File: src/rtl/prio_dec_pulse.sv
`default_nettype none
// ============================================================================
//  Module   : prio_dec_pulse
//  Purpose  : Receive side of the priority-encode path. Accepts an encoded
//             {valid, index}, re-expands it to a one-hot line held high for
//             PULSE_LEN cycles, then enforces GAP extra low cycles before the
//             next accept. Flags out-of-range indices and counts good decodes.
//  Revision : 1.0  initial release
// ============================================================================
module prio_dec_pulse #(
    parameter int N         = 4,
    parameter int IDX_W     = 2,
    parameter int PULSE_LEN = 1,
    parameter int GAP       = 0,
    parameter int CNT_W     = 8
) (
    input  logic             clk,
    input  logic             rst,
    input  logic             in_valid,
    input  logic [IDX_W-1:0] in_idx,
    output logic             in_ready,
    output logic [N-1:0]     out_onehot,
    output logic             busy,
    output logic             err,
    output logic [CNT_W-1:0] evt_cnt
);

    // The timer reloads with PULSE_LEN-1 or GAP-1, so it only needs to hold
    // values up to max(PULSE_LEN, GAP) - 1.
    localparam int MAXC = (PULSE_LEN > GAP) ? PULSE_LEN : GAP;
    localparam int TW   = (MAXC > 1) ? $clog2(MAXC) : 1;

    localparam logic [TW-1:0]    C_PULSE_INIT = TW'(PULSE_LEN - 1);
    localparam logic [TW-1:0]    C_GAP_INIT   = TW'((GAP > 0) ? (GAP - 1) : 0);
    localparam logic [IDX_W:0]   C_N_LIM      = (IDX_W + 1)'(N);
    localparam logic [N-1:0]     C_ONE        = N'(1);
    localparam logic [CNT_W-1:0] C_CNT_MAX    = {CNT_W{1'b1}};

    typedef enum logic [1:0] {
        S_IDLE  = 2'd0,
        S_DRIVE = 2'd1,
        S_GAP   = 2'd2
    } state_t;

    state_t           state_q, state_d;
    logic [TW-1:0]    tmr_q, tmr_d;
    logic [N-1:0]     onehot_q, onehot_d;
    logic             err_q, err_d;
    logic             busy_q, busy_d;
    logic [CNT_W-1:0] evt_q, evt_d;

    logic w_xfer;
    logic w_in_range;

    // Ready only while idle; reset masks it so nothing is taken during reset.
    assign in_ready   = (state_q == S_IDLE) && !rst;
    assign w_xfer     = in_valid && in_ready;
    // Zero-extend the index so N == 2**IDX_W compares correctly.
    assign w_in_range = ({1'b0, in_idx} < C_N_LIM);

    assign out_onehot = onehot_q;
    assign err        = err_q;
    assign busy       = busy_q;
    assign evt_cnt    = evt_q;

    // Next-state and output decode for the accept / drive / gap sequence.
    always_comb begin
        state_d  = state_q;
        tmr_d    = tmr_q;
        onehot_d = onehot_q;
        evt_d    = evt_q;
        err_d    = 1'b0;
        case (state_q)
            S_IDLE: begin
                if (w_xfer) begin
                    if (w_in_range) begin
                        onehot_d = C_ONE << in_idx;
                        tmr_d    = C_PULSE_INIT;
                        evt_d    = (evt_q == C_CNT_MAX) ? evt_q : evt_q + CNT_W'(1);
                        state_d  = S_DRIVE;
                    end else begin
                        err_d = 1'b1;
                    end
                end
            end
            S_DRIVE: begin
                if (tmr_q == '0) begin
                    onehot_d = '0;
                    if (GAP > 0) begin
                        tmr_d   = C_GAP_INIT;
                        state_d = S_GAP;
                    end else begin
                        state_d = S_IDLE;
                    end
                end else begin
                    tmr_d = tmr_q - TW'(1);
                end
            end
            S_GAP: begin
                if (tmr_q == '0) begin
                    state_d = S_IDLE;
                end else begin
                    tmr_d = tmr_q - TW'(1);
                end
            end
            default: begin
                onehot_d = '0;
                state_d  = S_IDLE;
            end
        endcase
        busy_d = (state_d != S_IDLE);
    end

    // State and output registers with synchronous reset.
    always_ff @(posedge clk) begin
        if (rst) begin
            state_q  <= S_IDLE;
            tmr_q    <= '0;
            onehot_q <= '0;
            err_q    <= 1'b0;
            busy_q   <= 1'b0;
            evt_q    <= '0;
        end else begin
            state_q  <= state_d;
            tmr_q    <= tmr_d;
            onehot_q <= onehot_d;
            err_q    <= err_d;
            busy_q   <= busy_d;
            evt_q    <= evt_d;
        end
    end

endmodule
`default_nettype wire

File: config.mk
export PLATFORM = sky130hd
export DESIGN_NAME = prio_dec_pulse
export DESIGN_NICKNAME = d
export VERILOG_FILES = /design/src/rtl/prio_dec_pulse.sv
export SDC_FILE = /design/constraint.sdc
export NUM_CORES = 1
export LEC_CHECK = 0
export ABC_AREA = 1
export ABC_CLOCK_PERIOD_IN_PS = 1250
export BUFFER_PORTS_ARGS = -buffer_cell sky130_fd_sc_hd__buf_2
export CAP_MARGIN = 15
export CORE_MARGIN = 3
export CORE_UTILIZATION = 44
export DETAILED_ROUTE_END_ITERATION = 8
export PLACE_DENSITY = 0.72
export SKIP_LAST_GASP = 1
export SLEW_MARGIN = 10
export SYNTH_ARGS = -nofsm -noshare
export SYNTH_HDL_FRONTEND = slang
export SYNTH_SLANG_ARGS = --single-unit
File: constraint.sdc
create_clock -name clk -period 1.25 [get_ports clk]
set_input_delay 0.0625 -clock clk [delete_from_list [all_inputs] [get_ports clk]]
set_output_delay 0.0625 -clock clk [all_outputs]
set_load 0.03 [all_outputs]
==> results of run 1 <==
[stage by stage]
stage               hold WS (ns)  TNS (ns)  util [%]  cells
detailed placement        0.3162         0     61.45    134
global route             0.02454   -0.1152     66.19    140
finish                   0.01698         0     66.19    140
CTS                     0.009365         0     63.33    138
floorplan                 0.1242         0         -     99
global placement          0.3152         0     61.45    134
[final cells by class]
type	instances	area, sq um
Fill cell	136	473.0
Multi-Input combinational cell	70	385.4
Clock buffer	4	26.28
Inverter	13	53.80
Timing Repair Buffer	23	130.1
Tap cell	15	18.77
Sequential cell	15	311.5
[power by group through the flow]
| stage | combinational (mW) | clock [mW] | sequential [mW] |
|---|---|---|---|
| after detailed placement | 0.119 | 0 | 0.516 |
| after global placement | 0.118 | 0 | 0.515 |
| after floorplan | 0.0524 | 0 | 0.544 |
| after CTS | 0.119 | 0.285 | 0.505 |
| final | 0.128 | 0.283 | 0.504 |
| after global routing | 0.140 | 0.313 | 0.507 |
[state kept, by name (all words and copies together), names as in the netlist]
register    flops
busy            1
evt_cnt         8
state_q         2
out_onehot      4
[per-layer routing]
layer	global-route usage [%]	up-vias	share of wire, %
met3	3.516	5	5.9
li1	-	359	-
met4	8.523	0	2.2
met2	25.00	22	48
met5	0	-	0
met1	20.29	300	44
[cell families (layout without fill, tap and decap cells)]
kind of cell,count (synthesis),count (layout),share of synthesized area (%)
AO/OA/AOI/OAI,16,16,11.31
XOR/XNOR,3,3,3.711
adder cells (fa/ha/maj),1,1,1.767
buffers and inverters,14,40,8.306
flip-flops,15,15,42.40
other,1,2,0.5295
AND/OR/NAND/NOR,48,48,31.98
[cell usage in the layout, fill, tap and decap left out]
master    instances
a21oi_1           7
a21oi_2           2
buf_2            17
buf_4             6
clkbuf_1          1
clkbuf_4          3
conb_1            2
dfxtp_1          10
dfxtp_2           3
dfxtp_4           2
ha_4              1
inv_1            10
inv_2             2
inv_6             1
nand2_1          22
nand2_2           3
nand2_4           2
nand3_1           6
nand3_2           1
nand4_1           1
nor2_1            9
nor2_2            2
nor2_4            2
o21ai_0           7
xor2_1            3
[cells in the mapped netlist (all sizes together)]
| library cell | number | area (sq um) |
|---|---|---|
| buf | 1 | 7.510 |
| inv | 13 | 51.31 |
| a21oi | 9 | 45.04 |
| nor2 | 13 | 66.32 |
| nand4 | 1 | 6.260 |
| o21ai | 7 | 35.03 |
| nand2 | 27 | 113.9 |
| nand3 | 7 | 40.04 |
| dfxtp | 15 | 300.3 |
| ha | 1 | 12.51 |
| xor2 | 3 | 26.28 |
| conb | 1 | 3.750 |
[critical path: stages (launching register included)]
cell	delay (ns)
dfxtp_4	0.37
ha_4	0.16
nand2_4	0.08
nor2_4	0.04
nand2_2	0.09
nand2_4	0.10
o21ai_0	0.23
nor2_1	0.07
[repair_timing]
item / in CTS / in global routing
buffers inserted: 0 / 2
endpoints found under the setup margin: 0 / 9
endpoints found under the hold margin: 0 / 0
gates resized for setup: 0 / 9
hold buffers: 0 / 0
[how the worst max path moves through the flow]
stage | start | to | slack [ns] | depth (start not counted)
2_1_floorplan | evt_cnt[6]$_SDFFE_PP0P_ | evt_cnt[1]$_SDFFE_PP0P_ | 0.01 | 7
3_3_place_gp | evt_cnt[0]$_SDFFE_PP0P_ | evt_cnt[1]$_SDFFE_PP0P_ | 0.09 | 8
3_5_place_dp | evt_cnt[0]$_SDFFE_PP0P_ | evt_cnt[1]$_SDFFE_PP0P_ | 0.05 | 8
4_1_cts | evt_cnt[0]$_SDFFE_PP0P_ | evt_cnt[1]$_SDFFE_PP0P_ | 0.04 | 8
5_1_grt | evt_cnt[1]$_SDFFE_PP0P_ | evt_cnt[1]$_SDFFE_PP0P_ | -0.06 | 7
6_report | evt_cnt[1]$_SDFFE_PP0P_ | evt_cnt[1]$_SDFFE_PP0P_ | 0.02 | 7
==> flow_metrics.tcl, run 1 <==
set metrics [dict create \
    min_to "evt_cnt[3]$_SDFFE_PP0P_" \
    worst_setup_path_start_kind "flip-flop" \
    coreArea_sq_um 1399 \
    rows 13 \
    area_growth_pct 30.74 \
    comb_power_share_pct 14.0 \
    cts.sinks 15 \
    irDropWorstVdd_mv 0.7757 \
    yosysUniqueCellTypes 19 \
    rrSetupSlack_ns 0.02 \
    grtUsageTotal_pct 16.00 \
    pin_count 20 \
    crit_type "flip-flop to flip-flop" \
    routed_via_density 4.900 \
    synth_cells 98 \
    die_w_um 46.12 \
    dieArea_sq_um 2127 \
    place_area_sq_um 859.6 \
    cts_buffers 3 \
    n_antenna_cell 0 \
    clk_pin_slew_worst_paths_ns 0.09 \
    grt_max_degree 9 \
    p_per_area_nw_per_um2 987.5 \
    cp_data_required_time_ns 1.43 \
    port_buffers 18 \
    cp.arrival_ns 1.42 \
    leakage_nw 0.4569 \
    grt_pass1_vias 579 \
    cp_max_fo 8 \
    holdPathStages 2 \
    grt_pass1_wl_um 2435 \
    r2r_end "evt_cnt[1]$_SDFFE_PP0P_" \
    drive_gt1_share_pct 37.60 \
    drt_iter0_markers 7 \
    switching_power_uw 255.1 \
    design_area_sq_um 925.9 \
    routedWlPerCell_um 11.08 \
    worstHoldStart "rst" \
    power_frac_clock_pct 30.9 \
    min_period_ns 1.235 \
    chipHeight_um 46.12 \
    skew_ns 0.0003089 \
    overflow 0 \
    drc 0 \
    reg2reg_depth 7 \
    synth_area_sq_um 708.2 \
    syn_area_per_cell_sq_um 7.226 \
    synth-seq-cells 15 \
    fmax_mhz 810.0 \
    seq_power_share_pct 55.1 \
    rsz0062_at_grt "true" \
    end_kind "flip-flop" \
    cts.htree.levels 1 \
    hold_path.class "primary input to flip-flop" \
    outcome "finished, final reports clean" \
    drv_slew 0 \
    drtPass1Iterations 4 \
    swShare_pct 27.90 \
    setup_viol 0 \
    clkLatencyLatePin_ns 0.29 \
    p_int_uw 659.3 \
    dp_hpwl_um 1073 \
    dp_slack_ns 0.05420 \
    period_share_pct 98.76 \
    final-hold-violation-count 0 \
    grt_antenna_before_repair 0 \
    antenna_left 0 \
    cts_tree "built" \
    maxCapViolations 0 \
    synth_seq_area_share_pct 42.40 \
    layout.nets 132 \
    cts-root-buf "clkbuf_4" \
    start_util_pct 50.63 \
    r2r-start "evt_cnt[1]$_SDFFE_PP0P_" \
    setup_ws_ns 0.01550 \
    ys_warn_count 0 \
    vias 686 \
    drt_wl_total_um 1551 \
    cts_max_path_buffers 2 \
    totalPowerFinal_uw 914.4 \
    gp_congestion 0.7743 \
]
No activity file was read; power rests on OpenSTA's default activity.
==> run 2: changes to the inputs <==
--- a/config.mk
+++ b/config.mk
@@ -6,13 +6,13 @@
 export NUM_CORES = 1
 export LEC_CHECK = 0
 export ABC_AREA = 1
-export ABC_CLOCK_PERIOD_IN_PS = 1250
+export ABC_CLOCK_PERIOD_IN_PS = 1150
 export BUFFER_PORTS_ARGS = -buffer_cell sky130_fd_sc_hd__buf_2
 export CAP_MARGIN = 15
 export CORE_MARGIN = 3
-export CORE_UTILIZATION = 44
+export CORE_UTILIZATION = 45
 export DETAILED_ROUTE_END_ITERATION = 8
-export PLACE_DENSITY = 0.72
+export PLACE_DENSITY = 0.71
 export SKIP_LAST_GASP = 1
 export SLEW_MARGIN = 10
 export SYNTH_ARGS = -nofsm -noshare
==> constraint.sdc (replaced) <==
create_clock -name clk -period 1.15 [get_ports clk]
set_input_delay 0.0575 -clock clk [delete_from_list [all_inputs] [get_ports clk]]
set_output_delay 0.0575 -clock clk [all_outputs]
set_load 0.03 [all_outputs]
==> flow_metrics.tcl, run 2 (same netlist as run 1, synthesis figures left out) <==
set metrics [dict create \
    irDropWorstVdd_mv 0.7202 \
    pin_count 20 \
    setup_ws_ns -0.06451 \
    cts_tree "built" \
    hold_path.class "primary input to flip-flop" \
    min_period_ns 1.215 \
    cp_max_fo 8 \
    rsz0062_at_grt "true" \
    dp_hpwl_um 1131 \
    most-common-layout-cells "nand2_1, buf_2, inv_1, nor2_1, buf_4" \
    crit_type "flip-flop to flip-flop" \
    cts_buffers 3 \
    fillCellCount 112 \
    outcome "finished with violations" \
    port_buffers 18 \
    skew_ns 0.001688 \
    cts_max_path_buffers 2 \
    cts.htree.levels 1 \
    wl_met2_um 758 \
    largest_reg_flops 8 \
    drive_gt1_share_pct 44.96 \
    grt_antenna_before_repair 0 \
    end_kind "flip-flop" \
    maxCapViolations 0 \
    chipHeight_um 45.67 \
    grt_pass1_vias 716 \
    drt_wl_total_um 1580 \
    coreArea_sq_um 1383 \
    clkLatencyLatePin_ns 0.28 \
    drt_iter0_markers 11 \
    cp_data_required_time_ns 1.35 \
    wl_met3_um 97 \
    violations "setup timing" \
    cts-root-buf "clkbuf_4" \
    setup_viol 8 \
    grt_pass1_wl_um 2808 \
    fmax_mhz 823.4 \
    rows 13 \
    area_growth_pct 39.05 \
    routed_via_density 4.917 \
    clk_pin_slew_worst_paths_ns 0.09 \
    cts.sinks 15 \
    cp.arrival_ns 1.42 \
    worst_setup_path_start_kind "flip-flop" \
    final-hold-violation-count 0 \
    totalPowerFinal_mw 1.001 \
    n_antenna_cell 0 \
    final_common_cell "nand2_1" \
    drv_slew 0 \
    grtUsageTotal_pct 18.51 \
    p_per_area_nw_per_um2 1017 \
    dieArea_sq_um 2086 \
    wl_met1_um 685 \
    period_share_pct 105.6 \
    start_util_pct 51.22 \
    antenna_left 0 \
    gp_congestion 0.8632 \
    topRoutingLayerUsed "met4" \
    layout.nets 136 \
    leakage_nw 0.4841 \
    dp_slack_ns -0.03704 \
    die_w_um 45.67 \
    drc 0 \
    grt_max_degree 9 \
    overflow 0 \
    cts_hold_buffers 0 \
    routedWlPerCell_um 10.97 \
    drtPass1Iterations 4 \
    vias 708 \
]
-- run 2: final timing paths --
| path | startpoint | end | slack [ns] | cells past startpoint |
|---|---|---|---|---|
| max | evt_cnt[1]$_SDFFE_PP0P_ | evt_cnt[2]$_SDFFE_PP0P_ | -0.06 | 8 |
| min | rst | evt_cnt[5]$_SDFFE_PP0P_ | 0.007 | 2 |
| max reg2reg | evt_cnt[1]$_SDFFE_PP0P_ | evt_cnt[2]$_SDFFE_PP0P_ | -0.06 | 8 |
| min reg2reg | evt_cnt[6]$_SDFFE_PP0P_ | evt_cnt[6]$_SDFFE_PP0P_ | 0.50 | 2 |
-- run 2: area by class of cell --
class                           instances  area (sq um)  share of cell area (%)
Sequential cell                        15         316.6                   32.15
Tap cell                               15         18.77                   1.906
Clock buffer                            4         26.28                   2.668
Multi-Input combinational cell         70         395.4                   40.15
Inverter                               13         53.80                   5.464
Timing Repair Buffer                   27         173.9                   17.66
-- run 2: worst max-delay path, stage by stage (launching register included) --
cell	delay, ns
dfxtp_4	0.37
ha_4	0.17
nand2_4	0.07
nor2_4	0.04
nand2_2	0.10
nand2_4	0.10
inv_6	0.10
nand2_1	0.06
a21oi_1	0.13
-- run 2: where the power goes --
group          internal (mW)  total, mW  switching, mW
Sequential             0.536      0.549         0.0127
Clock                  0.134      0.298          0.164
Combinational         0.0576      0.154         0.0966
-- run 2: what timing repair did --
action / in CTS / in global routing
gates resized for setup: 8 / 10
endpoints found under the setup margin: 9 / 10
endpoints found under the hold margin: 0 / 0
buffers inserted: 4 / 2
pin swaps: 2 / 6
-- run 2: per-layer routing --
layer	track usage [%]	up-vias
li1	-	368
met1	22.22	313
met2	29.81	21
met3	5.138	6
met4	9.357	0
met5	0	-
-- run 2: stage by stage --
stage / hold slack [ns] / setup TNS [ns] / instances / area [sq um] / util [%]
floorplan: 0.1192 / -0.2268 / 99 / 743.2 / -
global placement: 0.3115 / -0.02392 / 134 / 867.1 / 62.71
detailed placement: 0.3086 / -0.1978 / 134 / 867.1 / 62.71
CTS: 0.01084 / -0.2034 / 142 / 942.2 / 68.14
global route: 0.01641 / -1.141 / 144 / 984.7 / 71.22
finish: 0.006821 / -0.4325 / 144 / 984.7 / 71.22
